<file path="config.mk">
export PLATFORM = sky130hd
export DESIGN_NAME = reg_file
export DESIGN_NICKNAME = d
export VERILOG_FILES = /design/src/rtl/reg_file.sv
export SDC_FILE = /design/constraint.sdc
export NUM_CORES = 2
export LEC_CHECK = 0
export ABC_CLOCK_PERIOD_IN_PS = 5550
export CAP_MARGIN = 20
export CORE_MARGIN = 3
export CORE_UTILIZATION = 50
export CTS_BUF_LIST = sky130_fd_sc_hd__clkbuf_4 sky130_fd_sc_hd__clkbuf_8
export CTS_CLUSTER_DIAMETER = 120
export CTS_CLUSTER_SIZE = 30
export DETAILED_ROUTE_END_ITERATION = 16
export GPL_ROUTABILITY_DRIVEN = 0
export PLACE_DENSITY_LB_ADDON = 0.1
export SETUP_SLACK_MARGIN = 0.3
export SLEW_MARGIN = 20
export SYNTH_ARGS = -nofsm -noshare
export SYNTH_HDL_FRONTEND = slang
export SYNTH_SLANG_ARGS = --single-unit
</file>
<file path="constraint.sdc">
create_clock -name clk -period 5.55 [get_ports clk]
set_input_delay 0.555 -clock clk [delete_from_list [all_inputs] [get_ports clk]]
set_output_delay 0.555 -clock clk [all_outputs]
set_load 0.01 [all_outputs]
</file>
<file path="src/rtl/reg_file.sv">
// Parametrised register file: one synchronous write port, two combinational read ports.
// Supports synchronous clear, an optional hardwired-zero register 0 and optional
// same-cycle write-to-read forwarding.
module reg_file #(
  parameter int unsigned WIDTH   = 32,
  parameter int unsigned DEPTH   = 32,
  parameter int unsigned ADDR_W  = 5,
  parameter bit          ZERO_R0 = 1'b1,
  parameter bit          BYPASS  = 1'b0
) (
  input  logic              clk,
  input  logic              reset,
  input  logic              clr,
  input  logic              we,
  input  logic [ADDR_W-1:0] waddr,
  input  logic [WIDTH-1:0]  wdata,
  input  logic [ADDR_W-1:0] raddr_a,
  output logic [WIDTH-1:0]  rdata_a,
  input  logic [ADDR_W-1:0] raddr_b,
  output logic [WIDTH-1:0]  rdata_b
);

  // One extra bit so DEPTH == 2**ADDR_W is representable.
  localparam logic [ADDR_W:0] DepthLim = (ADDR_W + 1)'(DEPTH);

  logic [WIDTH-1:0] mem_q [DEPTH];
  logic             wr_accept;

  function automatic logic in_range(input logic [ADDR_W-1:0] addr);
    return {1'b0, addr} < DepthLim;
  endfunction

  function automatic logic is_zero_reg(input logic [ADDR_W-1:0] addr);
    return ZERO_R0 && (addr == '0);
  endfunction

  // A write lands only if enabled, not overridden by clear, in range and not to a hardwired R0.
  always_comb begin
    wr_accept = 1'b0;
    if (reset && we && !clr && in_range(waddr) && !is_zero_reg(waddr)) begin
      wr_accept = 1'b1;
    end
  end

  // Storage: async reset clears everything; clear beats a simultaneous write.
  always_ff @(posedge clk or negedge reset) begin
    if (!reset) begin
      for (int i = 0; i < int'(DEPTH); i++) begin
        mem_q[i] <= '0;
      end
    end else if (clr) begin
      for (int i = 0; i < int'(DEPTH); i++) begin
        mem_q[i] <= '0;
      end
    end else if (wr_accept) begin
      mem_q[waddr] <= wdata;
    end
  end

  // Read port A: range and R0 overrides first, then optional forwarding, then storage.
  always_comb begin
    rdata_a = '0;
    if (!reset || !in_range(raddr_a) || is_zero_reg(raddr_a)) begin
      rdata_a = '0;
    end else if (BYPASS && wr_accept && (waddr == raddr_a)) begin
      rdata_a = wdata;
    end else begin
      rdata_a = mem_q[raddr_a];
    end
  end

  // Read port B: identical to port A, fully independent.
  always_comb begin
    rdata_b = '0;
    if (!reset || !in_range(raddr_b) || is_zero_reg(raddr_b)) begin
      rdata_b = '0;
    end else if (BYPASS && wr_accept && (waddr == raddr_b)) begin
      rdata_b = wdata;
    end else begin
      rdata_b = mem_q[raddr_b];
    end
  end

endmodule

</file>
==> results.txt <==
The worst-case IR drop observed on VDD is 145 µV. Counting flops per register, the top entry is mem_q. The remaining global-route overflow came out at 0. The post-route standard cell area excluding fillers came out at 0.0601 mm². The design internal power is 8630 µW. The most used flip-flop cell after synthesis is sky130_fd_sc_hd__dfrtp_1. The run finished with clean final reports. The switching power share of the total is 0.294. The first-pass GRT wire length is 336 mm. The count of buffers added by post-CTS timing repair for setup is 0. After detailed routing, the number of remaining DRC violations is 0.

Dividing the final minimum period by the clock period gives 0.919. Across all hold checks on the routed design, the worst slack comes to 204 ps. The placed instances occupy a cell area of 0.0594 mm². The height of the die came out at 344 µm. The buffers plus inverters on the worst setup path is 4. The post-layout net count came out at 6022. The tree is rooted in a sky130_fd_sc_hd__clkbuf_8. The largest net degree at the start of global routing is 221.

The core outline area came out at 0.113 mm². Of the total power, combinational logic draws 0.129. The unique cell type count in the Yosys netlist is 50. The number of filler instances in the final layout is 10413. For this run, the slowest stage of the critical path takes 860 ps.

Setup violations remaining at the end of the flow were counted as 0. The boundary pin count is 115. The shortest period the worst path allows came out at 5100 ps. The combined global-route utilization of all metal layers came out at 0.386. After detailed routing, the average wire length per cell comes to 30.8 µm. The share of layout cells above drive strength 1 came out at 0.0979. The design draws 12200 µW. The number of nets produced by synthesis is 6339. Among all stages on the critical path, the largest delay is contributed by sky130_fd_sc_hd__and4b_1. The sequential group share of total power is 0.615.

The type of the tightest min-delay check is input pin to flop. The non-filler instance count after layout came out at 7480. The starting utilization of the core area is 0.506. The max capacitance violation total came out at 0. The relative max-transition margin is 0.150. The number of routed nets with antenna violations is 0. The total detailed-routing wirelength came out at 231 mm. The setup path with the least slack is of type input pin to output pin. At the worst endpoint, the required time is 4990 ps. Setup repair after global routing left no endpoint under its margin.

The number of vias per cell came out at 6.68. The synthesis-to-finish area growth is 5.07%. The HPWL after detailed placement came out at 143 mm.

The clock sink count came out at 1024. TritonCTS built the clock tree. The data arrival at the endpoint of the critical path came out at 4550 ps. The H-tree generated during clock tree synthesis spans 2 levels. The TritonCTS buffer count came out at 40.

The maximum clock rate came out at 0.196 GHz. In this run the worst path has a maximum fanout of 137. The post-synthesis async set-or-reset flop share is 1.00. For this design the total switching power over the nets is 3600 µW.

The post-synthesis sequential element count is 1024. In this run the deepest clock path goes through 3 buffers. The post-placement cell count came out at 7427. The critical path goes through dlygate4sd3_1 -> buf_8 -> buf_12 -> and4b_1 -> a22oi_1 -> nand3_1 -> clkdlybuf4s50_1. The transition time at the pin with the least slew margin is 1270 ps. The register with the most flip-flops in the layout has 1024 of them. The clock reaches the later pin of the worst-skew pair after 820 ps. The number of global-route vias before repair is 48081. The worst setup path is launched from an input pin. The number of antenna violations at the first check in global routing is 6. The pre-antenna-repair detailed-routing pass consisted of 6 iterations.

The number of flops mapped to enable cells by yosys is 0. In the final layout, the registers with the most flip-flops are mem_q (1024). The family of cells with the greatest summed delay on the critical path is buffers and inverters. After synthesis, the mean cell area works out to 9.09 µm². The total vias in the final route is 49976. Buffers inserted to repair hold after CTS numbered 1.

During synthesis, Yosys emitted a total of 0 warnings. The critical path endpoint category is an output pin. The most common library cell in the layout ignoring fill and taps is sky130_fd_sc_hd__nand2_1. The number of endpoints with negative hold slack in the final report is 0.

The accumulated negative setup slack is 0 ps. The total of buffers placed on input and output ports is 114. The count of mapped cells out of synthesis is 6288. In the layout the commonest cells are 2042 x sky130_fd_sc_hd__nand2_1, 1059 x sky130_fd_sc_hd__a21oi_1, 1024 x sky130_fd_sc_hd__dfrtp_1. The DRC marker count from the first detailed-route iteration is 6800. The floorplan has 123 rows. The ratio of total power to cell area came out at 204 mW/mm².

The number of max-slew violations in the final report is 0. The die footprint is 0.118 mm². The sequential cell area in the final layout is 0.0256 mm². The area used by multi-input combinational logic came out at 0.0291 mm². The clock power share is 0.256. In this run, post-CTS repair resized a total of 0 instances. The leakage power came out at 0.0242 µW.

The clock slew at the register clock pins of the worst setup and hold paths came out at 190 ps. The floorplan die width came out at 344 µm. The clock skew is 0 ps. The synthesized netlist occupies a cell area of 0.0572 mm². The share of the Yosys chip area taken by registers is 0.448.
==> metal layers <==
metal,vias up,global-route usage,routed length (µm)
li1,21105,-,-
met1,25089,0.525,88300
met2,3138,0.563,99800
met3,640,0.0789,24600
met4,4,0.256,17900
met5,-,0,21
==> cell families (layout without fill, tap and decap cells) <==
group / Yosys count / count (layout) / share of synthesized area
other cells: 0 / 5 / 0
compound gates: 1390 / 1390 / 0.136
flops: 1024 / 1024 / 0.448
simple gates: 2445 / 2445 / 0.176
buf+inv: 656 / 343 / 0.0493
mux: 773 / 773 / 0.190
==> cell type report <==
type / count / area share
multi-input combinational: 4608 / 0.484
tap: 1500 / 0.0312
timing repair buffer: 296 / 0.0474
clock inverter: 3 / 0.000458
inverter: 1 / 0.0000625
clock buffer: 43 / 0.00975
sequential: 1024 / 0.427
antenna: 5 / 0.000208
==> power by group through the flow <==
stage	sequential (µW)	clock [µW]	combinational [µW]
final	7520	3130	1580
after detailed placement	7650	0	1540
after global placement	7650	0	1530
after global routing	7530	3390	1630
after floorplan	7650	0	825
after CTS	7520	3170	1540
==> per-stage QoR <==
step / utilization / setup slack [ps]
floorplan: - / 2910
finish: 0.532 / 449
detailed placement: 0.526 / 1110
CTS: 0.531 / 545
global route: 0.532 / 427
global placement: 0.526 / 1120
==> worst reg2reg max path: stages (launching register included) <==
cell and delay, ps:
sky130_fd_sc_hd__dfrtp_1 440, sky130_fd_sc_hd__a22oi_1 180, sky130_fd_sc_hd__nor2_1 70
==> path summary, 6_finish.rpt <==
path,from,endpoint,slack [ps],depth (start not counted)
setup / recovery,reset,rdata_b[4],450,7
hold / removal,clr,mem_q[787],200,2
setup reg to reg,mem_q[482],mem_q[482],4740,2
hold reg to reg,mem_q[681],mem_q[681],550,2
max in group asynchronous,reset,mem_q[683],2750,5
min in group asynchronous,reset,mem_q[122],220,2
==> synth_stat cells, drive strengths merged, types with 7 or more instances <==
master	count	area share
mux4	252	0.099
nand2	2048	0.13
nor2	55	0.0040
or3	11	0.0012
a31oi	62	0.0068
dfrtp	1024	0.45
a22oi	203	0.027
a32o	9	0.0016
a22o	53	0.0081
and2	7	0.00077
a21oi	1059	0.093
nand3	172	0.015
nor3	13	0.0020
buf	228	0.021
mux2i	520	0.091
nand4	57	0.0063
nor2b	40	0.0044
or2	8	0.00088
clkbuf	427	0.028
No activity file was read; power rests on OpenSTA's default activity.
